[src/rtl/stage_if_prefetch.sv]
// Instruction-fetch stage: issues sequential PCs with up to MAX_OUT requests in flight,
// buffers returned words in a DEPTH-entry FIFO toward ID, and flushes cleanly on redirect.
module stage_if_prefetch #(
  parameter int          DEPTH    = 4,
  parameter int          MAX_OUT  = 2,
  parameter logic [31:0] RESET_PC = 32'hbfc00000
) (
  input  logic        clk,
  input  logic        resetn,
  input  logic        redirect,
  input  logic [31:0] redirect_pc,
  input  logic        stall_in,
  output logic        valid_out,
  output logic [31:0] pc_out,
  output logic [31:0] instruction,
  output logic        exc_out,
  output logic [4:0]  exccode_out,
  input  logic        intr,
  output logic        inst_req,
  output logic [31:0] inst_addr,
  input  logic [31:0] inst_rdata,
  input  logic        inst_addr_ok,
  input  logic        inst_data_ok,
  output logic [2:0]  status
);

  localparam int AW = $clog2(DEPTH);
  localparam int CW = $clog2(DEPTH + 1);
  localparam logic [CW-1:0] DEPTH_C  = CW'(DEPTH);
  localparam logic [CW-1:0] MAX_C    = CW'(MAX_OUT);
  localparam logic [4:0]    EXC_INT  = 5'h00;
  localparam logic [4:0]    EXC_ADEL = 5'h04;

  typedef struct packed {
    logic [31:0] pc;
    logic [31:0] inst;
    logic        adel;
  } entry_t;

  entry_t        fifo_mem [DEPTH];
  logic [31:0]   req_pc_mem [DEPTH];  // addresses of accepted requests, oldest first
  logic [AW-1:0] rd_ptr, wr_ptr, rq_rd_ptr, rq_wr_ptr;
  logic [CW-1:0] count, outstanding, drop, live;
  logic [CW:0]   occupancy;
  logic [31:0]   fetch_pc;
  logic          halted;
  logic          accept, resp_live, adel_push, push, pop;
  entry_t        head, push_entry;

  assign live      = outstanding - drop;
  assign occupancy = {1'b0, count} + {1'b0, live};
  assign head      = fifo_mem[rd_ptr];

  // The bus is held in reset with this block, so no request leaves while resetn is low.
  assign inst_req  = resetn && !redirect && !halted && (fetch_pc[1:0] == 2'b00) &&
                     (outstanding < MAX_C) && (occupancy < {1'b0, DEPTH_C});
  assign inst_addr = fetch_pc;
  assign accept    = inst_req && inst_addr_ok;
  assign resp_live = inst_data_ok && (drop == '0);
  assign adel_push = !redirect && !halted && (fetch_pc[1:0] != 2'b00) &&
                     (live == '0) && (count < DEPTH_C);
  assign push      = !redirect && (resp_live || adel_push);
  assign pop       = !redirect && valid_out && !stall_in;

  // NOTE: give every always_comb output a default first so no latch is inferred.
  always_comb begin
    push_entry = '{pc: req_pc_mem[rq_rd_ptr], inst: inst_rdata, adel: 1'b0};
    if (adel_push) push_entry = '{pc: fetch_pc, inst: 32'h0, adel: 1'b1};
  end

  // NOTE: sequential state uses non-blocking assignments so all flops update together.
  always_ff @(posedge clk or negedge resetn) begin
    if (!resetn) begin
      fetch_pc    <= RESET_PC;
      halted      <= 1'b0;
      rd_ptr      <= '0;
      wr_ptr      <= '0;
      count       <= '0;
      rq_rd_ptr   <= '0;
      rq_wr_ptr   <= '0;
      outstanding <= '0;
      drop        <= '0;
    end else begin
      // The request queue tracks the bus, stale or not, so it never flushes.
      if (inst_data_ok) rq_rd_ptr <= rq_rd_ptr + AW'(1);
      if (accept)       rq_wr_ptr <= rq_wr_ptr + AW'(1);
      outstanding <= outstanding + CW'(accept) - CW'(inst_data_ok);
      if (redirect) begin
        rd_ptr   <= '0;
        wr_ptr   <= '0;
        count    <= '0;
        fetch_pc <= redirect_pc;
        halted   <= 1'b0;
        drop     <= outstanding - CW'(inst_data_ok);
      end else begin
        if (pop)  rd_ptr <= rd_ptr + AW'(1);
        if (push) wr_ptr <= wr_ptr + AW'(1);
        count <= count + CW'(push) - CW'(pop);
        if (accept)    fetch_pc <= fetch_pc + 32'd4;
        if (adel_push) halted   <= 1'b1;
        if (inst_data_ok && (drop != '0)) drop <= drop - CW'(1);
      end
    end
  end

  // NOTE: storage arrays are not reset; pointers and counters alone define which slots are valid.
  always_ff @(posedge clk) begin
    if (push)   fifo_mem[wr_ptr]      <= push_entry;
    if (accept) req_pc_mem[rq_wr_ptr] <= fetch_pc;
  end

  assign valid_out   = (count != '0);
  assign pc_out      = head.pc;
  assign instruction = head.inst;
  assign exc_out     = valid_out && (intr || head.adel);
  assign exccode_out = intr ? EXC_INT : EXC_ADEL;
  assign status      = {halted, count == DEPTH_C, count == '0};

endmodule

[config.mk]
export PLATFORM = sky130hd
export DESIGN_NAME = stage_if_prefetch
export DESIGN_NICKNAME = d
export VERILOG_FILES = /design/src/rtl/stage_if_prefetch.sv
export SDC_FILE = /design/constraint.sdc
export NUM_CORES = 1
export LEC_CHECK = 0
export BUFFER_PORTS_ARGS = -buffer_cell sky130_fd_sc_hd__buf_2
export CORE_MARGIN = 5
export CORE_UTILIZATION = 35
export CTS_BUF_LIST = sky130_fd_sc_hd__clkbuf_8
export CTS_CLUSTER_SIZE = 16
export DETAILED_ROUTE_END_ITERATION = 16
export GPL_TIMING_DRIVEN = 0
export SLEW_MARGIN = 20
export SYNTH_ARGS = -nofsm -noshare
export SYNTH_HDL_FRONTEND = slang
export SYNTH_SLANG_ARGS = --single-unit
[constraint.sdc]
create_clock -name clk -period 13.1 [get_ports clk]
set_input_delay 0.655 -clock clk [delete_from_list [all_inputs] [get_ports clk]]
set_output_delay 0.655 -clock clk [all_outputs]
set_load 0.02 [all_outputs]
[Word level (Yosys, flattened, before mapping)]
Memories as Yosys holds them, arrays and structs flattened.
Index checks and enable logic that the tools add are counted.
Storage, ports and cells
  bits in registers: 50
  latch bits: 0
  bits in writable memories: 388
  ROM bits: 0
  input port bits: 71
  memories: 2
Memory list
  fifo_mem: depth 4, bits a word 65, read ports 1, clocked after memory_dff 0, write ports 1, line 40  | entry_t fifo_mem [DEPTH];
  req_pc_mem: depth 4, bits a word 32, read ports 1, clocked after memory_dff 0, write ports 1, line 41  | logic [31:0] req_pc_mem [DEPTH];
Cells by class
  add/subtract/negate cells: 13
  multipliers: 0
  divide/modulo/power cells: 0
  magnitude comparators: 3
  eq/ne operators: 1
  shift operators: 0
  multiplexer cells: 17
  bitwise operators: 0
  reductions and logical operators: 33
Operators by type and width (number)
  65-bit 2-to-1 mux: 1
  32-bit 2-to-1 mux: 2
  32-bit by 3-bit adder with 32-bit output (second input constant): 1
  1-bit logical AND: 16
  3-bit 2-to-1 mux: 4
  2-bit nonzero test: 6
  3-bit logical NOT: 3
  3-bit by 1-bit subtractor with 3-bit output: 3
  2-bit by 1-bit adder with 2-bit output (second input constant): 4
  2-bit 2-to-1 mux: 4
  3-bit by 1-bit adder with 3-bit output: 2
  1-bit 2-to-1 mux: 6
  3-bit nonzero test: 2
  3-bit by 3-bit adder with 4-bit output: 1
  4-bit by 3-bit less-than comparator with 1-bit output (second input constant): 1
  3-bit == test (second input constant): 1
  1-bit logical NOT: 3
  3-bit by 2-bit less-than comparator with 1-bit output (second input constant): 1
  3-bit less-than comparator (second input constant): 1
  3-bit by 1-bit subtractor with 3-bit output (second input constant): 1
  3-bit subtractor: 1
  2-bit logical NOT: 1
  1-bit logical OR: 2

[Logic depth before layout (Yosys ltp)]
  word-level depth: 10
  gate-level depth with buffers: 16
  gate-level depth less buffers: 16

[Worst setup path before layout]
OpenSTA, ideal clock, no wires.
  path kind: register to register
  start: register outstanding[0]
  end: memory fifo_mem[0][0] (netlist bit) (enable)
  library setup time: 0.430 ns
  arrival: 3.733 ns
  required time: 12.670 ns
  slack: 8.937 ns
  stages on the path, launching flop included: 10
  path through: dfrtp_1 inv_1 ha_1 inv_1 fa_1 or3b_2 nor4b_4 a31oi_1 nor2_1 and2_1
On the way
  cells in the longest elaborated chain, start to end: 8
RTL lines
  start: declaration: line 43  | logic [CW-1:0] count, outstanding, drop, live;
  start signal: assignment: line 87  | outstanding <= outstanding + CW'(accept) - CW'(inst_data_ok);
  3-bit subtractor: line 50  | assign live = outstanding - drop;
  3-bit logical NOT: line 61  | (live == '0) && (count < DEPTH_C);
  1-bit logical AND: line 60  | assign adel_push = !redirect && !halted && (fetch_pc[1:0] != 2'b00) &&
  1-bit logical AND: line 61
  1-bit logical OR: line 62  | assign push = !redirect && (resp_live || adel_push);
  1-bit logical AND: line 62
  1-bit 2-to-1 mux: line 108  | if (push) fifo_mem[wr_ptr] <= push_entry;
  1-bit 2-to-1 mux (not written as such): line 108
  end: declaration: line 40
Every way passes these cells.

[Worst setup path in the final report]
  start: register outstanding[0]
  end: register outstanding[2]
On the way
  cells in the longest elaborated chain, start to end: 7
  elaborated cells between the ends (all ways): 9
  classes of those cells: 4 x add/sub; 2 x order compare; 3 x reduce/logical
RTL lines
  3-bit subtractor: line 50
  3-bit by 3-bit adder with 4-bit output: line 51  | assign occupancy = {1'b0, count} + {1'b0, live};
  4-bit by 3-bit less-than comparator with 1-bit output: line 56  | (outstanding < MAX_C) && (occupancy < {1'b0, DEPTH_C});
  1-bit logical AND: line 56
  1-bit logical AND: line 58  | assign accept = inst_req && inst_addr_ok;
  3-bit by 1-bit adder with 3-bit output (*): line 87
  3-bit by 1-bit subtractor with 3-bit output (*): line 87
Mark *: on every way between the ends. The rest lies on a longest branch, timed or not.
A chain may end at the register's enable or synchronous reset.

==> flow_metrics.py <==
metrics = {
    "clock_tree": {
        "clock-sinks": 438,
        "cts_tree": "yes",
        "htreeDepth": 3,
        "hold_buffers": 0,
        "root_buffer": "clkbuf_8",
        "clk_latency_ps": 640,
        "clk_pin_slew_ps": 60,
        "cts_buffers": 75,
        "post-cts-setup-buffers": 0,
        "cts_resized": 0,
        "clk_path_buf_depth": 3,
    },
    "power": {
        "peakVddDrop_uv": 71.0,
        "power-per-cell-area_nw_per_um2": 191,
        "p_total_w": 0.00403,
        "leakagePower_nw": 7.36,
    },
    "global_route": {
        "antenna_found_initial": 1,
        "use_met2_pct": 22.9,
        "grt_busiest_layer": "met2",
        "grt_max_degree": 54,
        "grt_pass1_vias": 9936,
        "grt_use_met3_pct": 3.87,
        "use_met1_pct": 20.9,
        "groute.usage.overall_pct": 15.0,
        "grt_overflow": 0,
        "grt_first_pass_wirelength_mm": 63.2,
    },
    "timing": {
        "hold_violations": 0,
        "min_period_over_period_pct": 31.3,
        "worst_pin_slew_ps": 1100,
        "maxSlewHeadroom_pct": 26.1,
        "final-setup-viol-count": 0,
        "fin_setup_tns_ps": 0,
        "fmax_ghz": 0.244,
        "slew_viol_final": 0,
        "skew_ps": 28.6,
        "fin_crit_ps": 4100,
        "rsz0062_at_grt": "false",
    },
    "logic_synthesis": {
        "synthArstFlopShare_pct": 11.4,
        "synth_warnings": 0,
        "avgSynthCellArea_um2": 19.2,
        "syn_inst": 929,
        "synthDistinctLibCells": 59,
        "synth-seq-area-share_pct": 72.4,
        "syn_area_um2": 17800,
        "ys_ff_latch": 438,
        "synth_edf_count": 388,
        "synth_flop_cell": "edfxtp_1",
    },
    "floorplanning": {
        "rows": 82,
        "initial_core_util_pct": 35.5,
        "io_pins": 178,
        "die_h_um": 236,
        "coreArea_um2": 50300,
        "die_area_um2": 55600,
        "die_x_um": 236,
    },
    "placement": {
        "dp.final_hpwl_mm": 27.3,
        "port_buffers": 173,
        "place_congestion": 0.821,
        "dp_cells": 1785,
        "place_area_um2": 19800,
    },
    "critical_path": {
        "crit_path_max_fanout": 10,
        "crit_family": "adder cells",
        "startpoint_type": "flip-flop",
        "cpMaxStageDelayCell": "xnor3_1",
        "critical_path_class": "reg -> reg",
        "crit_required_ps": 13630,
        "startpoint": "outstanding[0]",
        "r2r_start": "outstanding[0]",
        "max_stage_delay_ps": 430,
        "path_cells": "inv_1 > ha_1 > inv_1 > fa_1 > xnor3_1 > ha_1 > nor4_4 > nand4b_4 > nor2_2 > inv_1 > clkbuf_1 > ha_1 > inv_1 > ha_1 > fa_1 > xnor2_1",
        "critical_path_buf_inv_count": 5,
        "worstReg2RegEnd": "outstanding[2]",
        "reg2reg_depth": 16,
        "end_kind": "flip-flop",
        "arrival_ps": 4630,
        "reg2reg_slack_ps": 9000,
        "critical_path_depth": 16,
    },
    "status": {
        "status": "finished, final reports clean",
    },
    "drt": {
        "routedWlPerCell_um": 21.9,
        "dr.pass1.iters": 5,
        "drc": 0,
        "wirelength_mm": 42.0,
        "ant_nets": 0,
        "routed_via_density": 5.01,
        "num_vias": 9590,
        "drt_iter0_markers": 585,
    },
    "layout": {
        "final_util_pct": 42.0,
        "drive_above_1_share_pct": 36.8,
        "area_delta_synth_final_pct": 18.4,
        "final_area_um2": 21100,
        "fin_cells": 1915,
        "final_nets": 1285,
    },
    "run": {
        "maxCapViolCount": 0,
    },
    "worst_hold_path": {
        "hold_path_class": "in -> async",
    },
}
synthesized netlist by cell type, drive strengths merged (4+ instances only):
cell	number	area share (%)
o21ai	17	0.48
a21oi	7	0.22
and2	4	0.14
nor4	10	0.67
clkbuf	21	0.44
nor2b	39	1.4
xor2	8	0.39
mux4	97	12
dfrtp	41	5.8
a31oi	4	0.14
dfstp	9	1.3
nand4	14	0.53
nand2	36	0.77
nand3	22	0.62
and3	8	0.28
xnor2	14	0.69
edfxtp	388	65
inv	26	0.55
mux2	38	2.4
nor3	6	0.17
nor2	24	0.52
a221o	5	0.28
buf	29	0.93
ha	21	1.5
how the worst max path moves through the flow:
stage                                 end
after floorplan            fifo_mem[0][0]
after global placement    fifo_mem[0][12]
after detailed placement   outstanding[2]
after CTS                        inst_req
after global routing       outstanding[2]
final                      outstanding[2]
area by class of cell:
class	instances	area (um2)
fill	4544	29200
sequential	438	12900
multi-input combinational	418	4600
clock buffer	79	1090
timing repair buffer	181	1070
tap	672	841
buffer	50	245
clock inverter	50	244
inverter	26	97.6
antenna	1	2.50
sequential cells by signal (all words and copies together), names as in the netlist:
signal / count
fifo_mem: 260
wr_ptr: 2
halted: 1
count: 3
inst_addr: 32
rq_rd_ptr: 2
req_pc_mem: 128
rq_wr_ptr: 2
outstanding: 3
rd_ptr: 2
drop: 3
kinds of logic (layout without fill, tap and decap cells):
logic type,count (synthesis),in the layout,synth area share [%]
mux,138,138,14.8
buf+inv,76,386,1.92
xor+xnor,23,23,1.21
other cells,1,5,0.0210
flops,438,438,72.4
simple gates,181,181,6.00
fa+ha+maj,24,24,1.81
compound gates,48,48,1.81
per-layer routing:
| layer | up-vias | share of wire (%) |
|---|---|---|
| li1 | 4238 | - |
| met2 | 316 | 47 |
| met4 | 0 | 2.5 |
| met3 | 70 | 6.0 |
| met1 | 4966 | 45 |
| met5 | - | 0 |
worst register-to-register path: cells and delay by family (launching register included):
| family | cells | cell delay [ps] |
|---|---|---|
| xor+xnor | 2 | 570 |
| fa+ha+maj | 6 | 1690 |
| buf+inv | 5 | 670 |
| flops | 1 | 380 |
| simple gates | 3 | 700 |
power breakdown:
part / switching, W / leakage [nW] / total [W] / internal, W
logic: 0.000652 / 2.49 / 0.00113 / 0.000483
clock network: 0.000537 / 0.774 / 0.00111 / 0.000575
registers: 0.0000599 / 4.09 / 0.00179 / 0.00173
per-stage QoR:
| stage | worst slack (ps) | hold slack [ps] |
|---|---|---|
| finish | 9000 | 61.2 |
| global route | 8800 | 94.8 |
| CTS | 8970 | 56.7 |
| detailed placement | 9010 | 514 |
| global placement | 7110 | 498 |
| floorplan | 8940 | 359 |
layout by cell type, fill, tap and decap left out, types with 5 or more instances in the layout:
cell,instances
xor2_1,8
nand3_1,22
mux2_2,34
nor2b_1,39
buf_1,5
inv_1,54
dfstp_2,9
nand4_1,13
a21oi_1,6
o21ai_0,16
dfrtp_1,41
buf_2,188
nor3_1,6
clkinv_1,11
a221o_1,5
nand2_1,35
nor2_1,23
buf_16,6
clkbuf_1,21
mux4_2,97
xnor2_1,14
buf_4,7
clkbuf_8,79
ha_1,21
edfxtp_1,388
nor4_1,5
Power figures use the tool's default switching activity.
